### src/rtl/mem_spi_flash_responder.sv
// SPI NOR-flash style responder backed by a small byte array.
// Speaks single-bit READ/PAGE PROGRAM, status read/write and quad output read.
//
// Ports:
//   clk, rst_n        system clock, synchronous active-low reset
//   in_sclk, in_cs_n  SPI clock (mode 0) and chip select from the controller
//   in_io[3:0]        controller-driven IO0..IO3 (IO0 = MOSI)
//   out_io[3:0]       responder-driven IO0..IO3 (IO1 = MISO in single mode)
//   out_io_ena[3:0]   per-pin output enable
`timescale 1ns/1ps
module mem_spi_flash_responder #(
    parameter int unsigned MEM_ADDR_W   = 8,
    parameter int unsigned DUMMY_CYCLES = 8
) (
    input  logic       clk,
    input  logic       rst_n,
    input  logic       in_sclk,
    input  logic       in_cs_n,
    input  logic [3:0] in_io,
    output logic [3:0] out_io,
    output logic [3:0] out_io_ena
);

    localparam int unsigned MEM_DEPTH = 1 << MEM_ADDR_W;
    localparam int unsigned BIT_CNT_W = 5;
    localparam int unsigned DCNT_W    = (DUMMY_CYCLES < 2) ? 1 : $clog2(DUMMY_CYCLES);
    localparam int unsigned PAGE_W    = (MEM_ADDR_W < 8) ? MEM_ADDR_W : 8;
    localparam logic [MEM_ADDR_W-1:0] PAGE_MASK = MEM_ADDR_W'((1 << PAGE_W) - 1);
    localparam logic [DCNT_W-1:0]     DCNT_LAST = DCNT_W'(DUMMY_CYCLES - 1);

    localparam logic [7:0] OP_WREN  = 8'h06;
    localparam logic [7:0] OP_WRDI  = 8'h04;
    localparam logic [7:0] OP_RDSR1 = 8'h05;
    localparam logic [7:0] OP_RDSR2 = 8'h35;
    localparam logic [7:0] OP_WRSR2 = 8'h31;
    localparam logic [7:0] OP_READ  = 8'h03;
    localparam logic [7:0] OP_PP    = 8'h02;
    localparam logic [7:0] OP_QREAD = 8'h6B;

    typedef enum logic [2:0] {
        S_IDLE,
        S_CMD,
        S_ADDR,
        S_DUMMY,
        S_DATA_OUT,
        S_DATA_IN,
        S_STAT_OUT,
        S_IGNORE
    } state_t;

    state_t r_state;
    state_t w_state_nxt;

    logic [1:0]            r_sclk_sync;
    logic [1:0]            r_cs_sync;
    logic [3:0]            r_io_sync0;
    logic [3:0]            r_io_sync1;
    logic                  r_sclk_prev;
    logic                  r_cs_prev;

    logic [23:0]           r_shift;
    logic [BIT_CNT_W-1:0]  r_bit_cnt;
    logic [DCNT_W-1:0]     r_dcnt;
    logic [2:0]            r_tx_idx;
    logic [7:0]            r_opcode;
    logic [MEM_ADDR_W-1:0] r_addr;
    logic                  r_wel;
    logic                  r_qe;
    logic                  r_extra;
    logic [3:0]            r_out_io;
    logic [3:0]            r_out_ena;
    logic [7:0]            r_mem [MEM_DEPTH];

    logic                  w_sclk_rise;
    logic                  w_sclk_fall;
    logic                  w_cs_rise;
    logic                  w_cs_fall;
    logic                  w_mosi;
    logic                  w_unused_io;
    logic [23:0]           w_shift_in;
    logic [7:0]            w_rx_byte;
    logic [7:0]            w_mem_byte;
    logic [7:0]            w_status;
    logic [MEM_ADDR_W-1:0] w_pp_next_addr;
    logic [3:0]            w_ena_nxt;

    // Input synchronizers; CS and SCLK reset low so that a transaction already
    // in flight at reset release never produces a spurious CS falling edge.
    always_ff @(posedge clk) begin
        if (!rst_n) begin
            r_sclk_sync <= 2'b00;
            r_cs_sync   <= 2'b00;
            r_io_sync0  <= 4'b0000;
            r_io_sync1  <= 4'b0000;
            r_sclk_prev <= 1'b0;
            r_cs_prev   <= 1'b0;
        end else begin
            r_sclk_sync <= {r_sclk_sync[0], in_sclk};
            r_cs_sync   <= {r_cs_sync[0], in_cs_n};
            r_io_sync0  <= in_io;
            r_io_sync1  <= r_io_sync0;
            r_sclk_prev <= r_sclk_sync[1];
            r_cs_prev   <= r_cs_sync[1];
        end
    end

    assign w_sclk_rise = r_sclk_sync[1] & ~r_sclk_prev;
    assign w_sclk_fall = ~r_sclk_sync[1] & r_sclk_prev;
    assign w_cs_rise   = r_cs_sync[1] & ~r_cs_prev;
    assign w_cs_fall   = ~r_cs_sync[1] & r_cs_prev;
    assign w_mosi      = r_io_sync1[0];
    // IO1..IO3 are synchronized but carry nothing this responder consumes.
    assign w_unused_io = ^r_io_sync1[3:1];

    assign w_shift_in     = {r_shift[22:0], w_mosi};
    assign w_rx_byte      = w_shift_in[7:0];
    assign w_mem_byte     = r_mem[r_addr];
    assign w_status       = (r_opcode == OP_RDSR1) ? {6'b0, r_wel, 1'b0} : {6'b0, r_qe, 1'b0};
    // Page program wraps inside the 256-byte page, upper address bits held.
    assign w_pp_next_addr = (r_addr & ~PAGE_MASK) | ((r_addr + MEM_ADDR_W'(1)) & PAGE_MASK);

    // State register
    always_ff @(posedge clk) begin
        if (!rst_n) begin
            r_state <= S_IDLE;
        end else begin
            r_state <= w_state_nxt;
        end
    end

    // Next-state and next output-enable; CS rising overrides any SCLK edge.
    always_comb begin
        w_state_nxt = r_state;
        w_ena_nxt   = 4'b0000;
        if (w_cs_rise) begin
            w_state_nxt = S_IDLE;
        end else begin
            case (r_state)
                S_IDLE: begin
                    if (w_cs_fall) w_state_nxt = S_CMD;
                end
                S_CMD: begin
                    if (w_sclk_rise && r_bit_cnt == BIT_CNT_W'(7)) begin
                        case (w_rx_byte)
                            OP_RDSR1, OP_RDSR2: w_state_nxt = S_STAT_OUT;
                            OP_WRSR2:           w_state_nxt = S_DATA_IN;
                            OP_READ, OP_PP:     w_state_nxt = S_ADDR;
                            OP_QREAD:           w_state_nxt = r_qe ? S_ADDR : S_IGNORE;
                            default:            w_state_nxt = S_IGNORE;
                        endcase
                    end
                end
                S_ADDR: begin
                    if (w_sclk_rise && r_bit_cnt == BIT_CNT_W'(23)) begin
                        case (r_opcode)
                            OP_QREAD: w_state_nxt = (DUMMY_CYCLES == 0) ? S_DATA_OUT : S_DUMMY;
                            OP_READ:  w_state_nxt = S_DATA_OUT;
                            default:  w_state_nxt = S_DATA_IN;
                        endcase
                    end
                end
                S_DUMMY: begin
                    if (w_sclk_rise && r_dcnt == DCNT_LAST) w_state_nxt = S_DATA_OUT;
                end
                default: ;
            endcase
        end

        case (w_state_nxt)
            S_STAT_OUT: w_ena_nxt = 4'b0010;
            S_DATA_OUT: w_ena_nxt = (r_opcode == OP_QREAD) ? 4'b1111 : 4'b0010;
            default:    w_ena_nxt = 4'b0000;
        endcase
    end

    // Datapath: shift-in on SCLK rise, shift-out on SCLK fall, commit on CS rise.
    always_ff @(posedge clk) begin
        if (!rst_n) begin
            r_shift   <= '0;
            r_bit_cnt <= '0;
            r_dcnt    <= '0;
            r_tx_idx  <= '0;
            r_opcode  <= '0;
            r_addr    <= '0;
            r_wel     <= 1'b0;
            r_qe      <= 1'b0;
            r_extra   <= 1'b0;
            r_out_io  <= 4'b0000;
            r_out_ena <= 4'b0000;
            for (int i = 0; i < MEM_DEPTH; i++) begin
                r_mem[i] <= 8'hFF;
            end
        end else begin
            r_out_ena <= w_ena_nxt;
            if (w_cs_rise) begin
                // r_opcode is zero unless a full opcode byte was decoded.
                case (r_opcode)
                    OP_WREN:         if (!r_extra) r_wel <= 1'b1;
                    OP_WRDI:         if (!r_extra) r_wel <= 1'b0;
                    OP_PP, OP_WRSR2: r_wel <= 1'b0;
                    default: ;
                endcase
                r_bit_cnt <= '0;
            end else if (r_state == S_IDLE && w_cs_fall) begin
                r_opcode  <= '0;
                r_bit_cnt <= '0;
                r_dcnt    <= '0;
                r_tx_idx  <= '0;
                r_extra   <= 1'b0;
            end else if (w_sclk_rise) begin
                case (r_state)
                    S_CMD: begin
                        r_shift   <= w_shift_in;
                        r_bit_cnt <= r_bit_cnt + BIT_CNT_W'(1);
                        if (r_bit_cnt == BIT_CNT_W'(7)) begin
                            r_opcode  <= w_rx_byte;
                            r_bit_cnt <= '0;
                            r_tx_idx  <= '0;
                        end
                    end
                    S_ADDR: begin
                        r_shift   <= w_shift_in;
                        r_bit_cnt <= r_bit_cnt + BIT_CNT_W'(1);
                        if (r_bit_cnt == BIT_CNT_W'(23)) begin
                            r_addr    <= w_shift_in[MEM_ADDR_W-1:0];
                            r_bit_cnt <= '0;
                            r_dcnt    <= '0;
                            r_tx_idx  <= '0;
                        end
                    end
                    S_DUMMY: begin
                        r_dcnt <= r_dcnt + DCNT_W'(1);
                    end
                    S_DATA_IN: begin
                        r_shift   <= w_shift_in;
                        r_bit_cnt <= r_bit_cnt + BIT_CNT_W'(1);
                        if (r_bit_cnt == BIT_CNT_W'(7)) begin
                            r_bit_cnt <= '0;
                            r_extra   <= 1'b1;
                            if (r_opcode == OP_PP) begin
                                if (r_wel) r_mem[r_addr] <= w_mem_byte & w_rx_byte;
                                r_addr <= w_pp_next_addr;
                            end else if (r_wel && !r_extra) begin
                                r_qe <= w_rx_byte[1];
                            end
                        end
                    end
                    S_IGNORE: begin
                        // Any bit past the opcode disqualifies WREN/WRDI.
                        r_extra <= 1'b1;
                    end
                    default: ;
                endcase
            end else if (w_sclk_fall) begin
                case (r_state)
                    S_DATA_OUT: begin
                        r_tx_idx <= r_tx_idx + 3'(1);
                        if (r_opcode == OP_QREAD) begin
                            r_out_io <= r_tx_idx[0] ? w_mem_byte[3:0] : w_mem_byte[7:4];
                            if (r_tx_idx[0]) r_addr <= r_addr + MEM_ADDR_W'(1);
                        end else begin
                            r_out_io <= {2'b00, w_mem_byte[~r_tx_idx], 1'b0};
                            if (r_tx_idx == 3'd7) r_addr <= r_addr + MEM_ADDR_W'(1);
                        end
                    end
                    S_STAT_OUT: begin
                        r_out_io <= {2'b00, w_status[~r_tx_idx], 1'b0};
                        r_tx_idx <= r_tx_idx + 3'(1);
                    end
                    default: ;
                endcase
            end
            // Pins are released and quiet whenever the drivers are off.
            if (w_ena_nxt == 4'b0000) r_out_io <= 4'b0000;
        end
    end

    assign out_io     = r_out_io;
    assign out_io_ena = r_out_ena;

endmodule

### config.mk
export PLATFORM = sky130hd
export DESIGN_NAME = mem_spi_flash_responder
export DESIGN_NICKNAME = d
export VERILOG_FILES = /design/src/rtl/mem_spi_flash_responder.sv
export SDC_FILE = /design/constraint.sdc
export NUM_CORES = 2
export LEC_CHECK = 0
export ABC_AREA = 0
export BUFFER_PORTS_ARGS = -buffer_cell sky130_fd_sc_hd__clkbuf_2
export CORE_ASPECT_RATIO = 0.6
export CORE_MARGIN = 4
export CORE_UTILIZATION = 25
export DETAILED_ROUTE_END_ITERATION = 6
export HOLD_SLACK_MARGIN = 0.06
export PLACE_DENSITY_LB_ADDON = 0.3
export SLEW_MARGIN = 20
export SYNTH_ARGS = -nofsm -noshare
export SYNTH_HDL_FRONTEND = slang
export SYNTH_SLANG_ARGS = --single-unit
### constraint.sdc
create_clock -name clk -period 4.25 [get_ports clk]
set_clock_uncertainty 0.15 [all_clocks]
set_input_delay 1.275 -clock clk [delete_from_list [all_inputs] [get_ports clk]]
set_output_delay 1.275 -clock clk [all_outputs]
set_load 0.02 [all_outputs]
## Yosys cells after proc, flatten, opt, wreduce, memory -nomap -nowiden

Memory sizes are Yosys's and may differ from the RTL's. A register that Yosys moved wholly into a read port is not among the register bits.
Index checks and enable logic that the tools add are counted.

- ROM bits: 0
- Register bits: 56
- Memories: 1
- Input bits: 8
- Output and inout port bits: 8
- Latch bits: 0
- Logic and storage cells: 185
- Bits in writable memories: 2048

- Reduce and logical (&&, ||, !) cells: 40
- Magnitude comparators: 1
- Bitwise gates (word level): 15
- $mul: 0
- Equal/unequal tests: 38
- Divide/modulo/power cells: 0
- Shifts and indexed selects: 0
- Add/subtract/negate cells: 4
- Mux-type cells: 68

Memories:

| name | depth | bits a word | read ports | clocked after memory_dff | write ports | line | source |
|---|---|---|---|---|---|---|---|
| r_mem | 256 | 8 | 1 | 1 | 256 | 72 | `logic [7:0] r_mem [MEM_DEPTH];` |

Operators by type and width:

| kind | number |
|---|---|
| $mux 8 | 17 |
| $mux 3 | 14 |
| $eq 8x2->1 const B | 4 |
| $eq 8x3->1 const B | 4 |
| $eq 3x3->1 const B | 8 |
| $eq 8x6->1 const B | 3 |
| $pmux 3 s4 | 2 |
| $reduce_and 4->1 | 5 |
| $mux 1 | 18 |
| $ne 3x3->1 const B | 6 |
| $pmux 3 s2 | 3 |
| $reduce_bool 3->1 | 6 |
| $eq 8x7->1 const B | 2 |
| $pmux 4 s2 | 2 |
| $pmux 8 s2 | 1 |
| $reduce_bool 2->1 | 7 |
| $mux 4 | 3 |
| $reduce_or 2->1 | 6 |
| $mux 5 | 2 |
| $pmux 5 s2 | 1 |
| $reduce_and 10->1 | 1 |
| $not 1->1 | 9 |
| $add 8x1->8 const B | 1 |
| $and 8x8->8 | 1 |
| other kinds (27) | 40 |

## Longest topological paths before layout

- Depth after elaboration: 11
- Depth in mapped cells: 17

## Least setup slack after synthesis

Ideal clock, no wire load.

- Kind: input to register
- Start point: input rst_n
- End point: memory r_mem[109][0], enable pin
- Stages on the path: 8
- Library setup time: 384 ps
- Slack: 482 ps
- Buffers on the path: 4
- Data arrival time: 3234 ps
- Path through: clkbuf_1 > nand3_1 > nor3_1 > buf_2 > buf_6 > nand4_2 > buf_2 > o21ai_0

RTL lines:

| what | line | source |
|---|---|---|
| from (decl) | 16 | `input logic rst_n,` |
| to (decl) | 72 |  |

==> metrics.md <==
| Metric | Value |
|---|---|
| Row count | `174` |
| Tot Pwr | `44.2 mW` |
| Number of flops mapped to enable cells by yosys | `2048` |
| Synth unique cells | `87` |
| Share of layout cells above drive strength 1 | `0.248` |
| Die width | `roughly 800 µm` |
| Crit path to | `r_mem[162][2]` |
| Grt met2 use | `0.227` |
| Most frequent cell after synthesis | `nand2_1` |
| Reg clk slew, reported paths | `approximately 70 ps` |
| Via count | `about 64000` |
| Reg-to-reg endpoint | `r_mem[162][2]` |
| Cts hold-fix bufs | `0` |
| Dpl ws | `-450 ps` |
| Initial Utilization | `0.252` |
| Remaining global-route overflow | `0` |
| # nets final | `7550` |
| DRC viols | `2` |
| Worst-case reg-to-reg path depth | `16` |
| Syn Area/Cell | `~14 µm²` |
| Final Cycle Share | `1.01` |
| First-pass GRT wire length | `around 480000 µm` |
| Fraction of registers with async set/reset | `0` |
| Synthesis Warnings | `0` |
| Slew HR | `0.268` |
| Seq/Total Area, Yosys | `0.664` |
| Gpl congestion | `0.909` |
| FF/Latch Area | `62800 µm²` |
| WP data required | `4700 ps` |
| Crit-path max FO | `7` |
| Top post-synthesis cells by count | `2177 x nand2_1, 2048 x edfxtp_1, 450 x mux4_2, 343 x nor2_1, 295 x o21ai_0` |
| Area leader, netlist | `edfxtp_1` |
| RSZ-0062 raised after global routing | `yes` |
| Worst setup margin | `-22.6 ps` |
| R2R Setup Slk | `-20 ps` |
| Busiest grt layer | `met1` |
| Fin. Hold Viols | `0` |
| Hold Path Class | `flip-flop to flip-flop` |
| Grt met1 use | `0.265` |
| Final setup vio count | `between 50 and 60` |
| Crit path time final | `approximately 4300 ps` |
| Worst skew pair latency | `910 ps` |
| Num CTS Buffers | `195` |
| Core box area | `375000 µm²` |
| PD cells | `around 390 nW/µm²` |
| Vias per Instance | `5.06` |
| Iteration-0 DRC count of the detailed router | `about 9400` |
| DRT antenna net count | `0` |
| Clk root buf | `clkbuf_16` |
| Area of the multi-input gates | `between 20000 and 30000 µm²` |
| Share of the synthesized area in the top cell type | `0.651` |
| # fillers | `around 37000` |
| Syn nets | `slightly below 7000` |
| Die height | `a little under 500 µm` |
| Sink Count | `2110` |
| Most used flip-flop cell after synthesis | `edfxtp_1` |
| Pre-Repair DR Iteration Count | `7` |
| Max Cap Viol | `0` |
| Mapped Area | `between 90000 and 100000 µm²` |
| Routed wire length | `351000 µm` |
| Yosys reg bits | `~2100` |
| Status | `complete, but fails checks` |
| Largest net degree at the start of global routing | `between 150 and 200` |
| Worst Path Arrival | `approximately 4700 ps` |
| IO buf count | `12` |
| Area contributors post-synth | `edfxtp_1 65%, mux4_2 11%, nand2_1 8.7%, mux2i_1 1.9%, o21ai_0 1.6%` |
| CTS tree | `yes` |
| Worst slew pin tran | `between 1000 and 1500 ps` |
| Worst setup path class | `flip-flop to flip-flop` |
| Vias in the first global route | `roughly 60000` |
| WL/cell | `~28 µm` |
| Failing checks | `DRC, setup timing` |
| Die area | `about 390000 µm²` |
| Peak VDD IR | `331 µV` |
| Max Clk Rate | `234 MHz` |
| Syn Inst Count | `6855` |
| Area Overhead vs Synth | `21.4%` |
| Leakage power | `around 36 nW` |
| HPWL Detailed | `241000 µm` |
| Grt met3 use | `0.0593` |
| Crit path launch type | `flip-flop` |
| Final Slew Violations | `0` |
| Initial antenna violation count | `20` |
| CTS H-tree depth | `4` |
| Ports | `16` |
| Critical Path End Type | `flip-flop` |
| Total GRT Usage | `0.171` |
| Max Root-Sink Buffers | `4` |
==> how the worst min path moves through the flow <==
stage / start / end / slack (ps) / depth (start not counted)
floorplan: r_cs_sync[0] / r_cs_sync[1] / 260 / 1
global placement: r_cs_sync[0] / r_cs_sync[1] / 270 / 1
detailed placement: r_sclk_sync[0] / r_sclk_sync[1] / 270 / 1
CTS: r_io_sync0[0] / r_io_sync1[0] / 290 / 1
global route: r_sclk_sync[0] / r_sclk_sync[1] / 300 / 1
finish: r_sclk_sync[0] / r_sclk_sync[1] / 280 / 1
==> cell families after synthesis <==
group | synth area share
and+or+nand+nor | 0.119
AOI/OAI and AO/OA | 0.0448
DFF | 0.664
adders and majority gates | 0.00146
muxes | 0.131
buffers and inverters | 0.0394
xor gates and xnor gates | 0.000278
==> routing by layer <==
metal | up-vias | share of wire
li1 | 26700 | -
met1 | 33400 | 0.45
met2 | 3877 | 0.39
met3 | 387 | 0.14
met4 | 8 | 0.017
met5 | - | 0.00076
==> critical path, cell delays in order, from the launching register on <==
cell and delay, ps:
dfxtp_4 460, buf_12 190, buf_16 170, buf_16 160, buf_6 110, mux4_2 560
a31o_4 260, a2111oi_4 430, buf_4 230, a22oi_1 90, o2111ai_2 310, inv_2 110
nand2_8 130, buf_12 160, clkbuf_16 200, clkbuf_16 170, nand2_1 50
==> cells in the final DEF, fill, tap and decap left out, drive strengths merged, types with 18 or more instances in the layout <==
| cell type | Yosys | routed |
|---|---|---|
| a211oi | 31 | 31 |
| a21oi | 81 | 81 |
| a22o | 21 | 21 |
| a22oi | 95 | 95 |
| and2 | 22 | 22 |
| buf | 381 | 1005 |
| bufinv | 0 | 22 |
| clkbuf | 184 | 282 |
| clkinv | 1 | 77 |
| dfxtp | 62 | 62 |
| edfxtp | 2048 | 2048 |
| inv | 16 | 19 |
| mux2 | 40 | 40 |
| mux2i | 177 | 177 |
| mux4 | 450 | 450 |
| nand2 | 2178 | 2178 |
| nand2b | 19 | 19 |
| nand3 | 81 | 81 |
| nand4 | 18 | 18 |
| nor2 | 343 | 343 |
| nor2b | 47 | 47 |
| nor3 | 26 | 26 |
| o21ai | 297 | 297 |
| o22ai | 31 | 31 |
==> area by class of cell <==
| type | count | share of cell area |
|---|---|---|
| clock buffers | 243 | 0.0449 |
| well taps | 5016 | 0.0547 |
| flip-flops and latches | 2110 | 0.547 |
| inverters | 17 | 0.000556 |
| diodes | 10 | 0.000218 |
| clock inverters | 107 | 0.00949 |
| multi-input cells | 4163 | 0.248 |
| repair buffers | 1044 | 0.0946 |
==> per-stage QoR <==
stage               cell area [µm²]  hold slack [ps]  instances  utilization  setup TNS (ps)
finish                       115000              285      12700        0.306            -446
global route                 115000              303      12700        0.306           -1170
CTS                          113000              289      12600        0.301               0
detailed placement           107000              272      12300        0.284         -268610
global placement             107000              270      12300        0.284         -287670
floorplan                     94500              262       6855            -               0
==> power by group <==
group / switching, mW / internal (mW) / total, mW / leakage, nW
clock network: 8.24 / 9.93 / 18.2 / 3.05
registers: 0.314 / 23.7 / 24.0 / 21.2
logic: 1.21 / 0.813 / 2.03 / 12.1
==> state kept, by name, summed over array words and instances (netlist names), 3 cells and up, named ones only <==
signal and cells:
out_io 4, r_addr 8, r_bit_cnt 5, r_dcnt 3, r_mem 2048, r_opcode 8, r_shift 7, r_state 3
r_tx_idx 3
==> what timing repair did <==
item | 4_1_cts | 5_1_grt
setup buffers | 3 | 48
pin swaps | 1 | 5
setup endpoints to repair | 1465 | 1607
gates resized for setup | 32 | 83
gates cloned | 1 | 29
No activity file was read; power rests on OpenSTA's default activity.
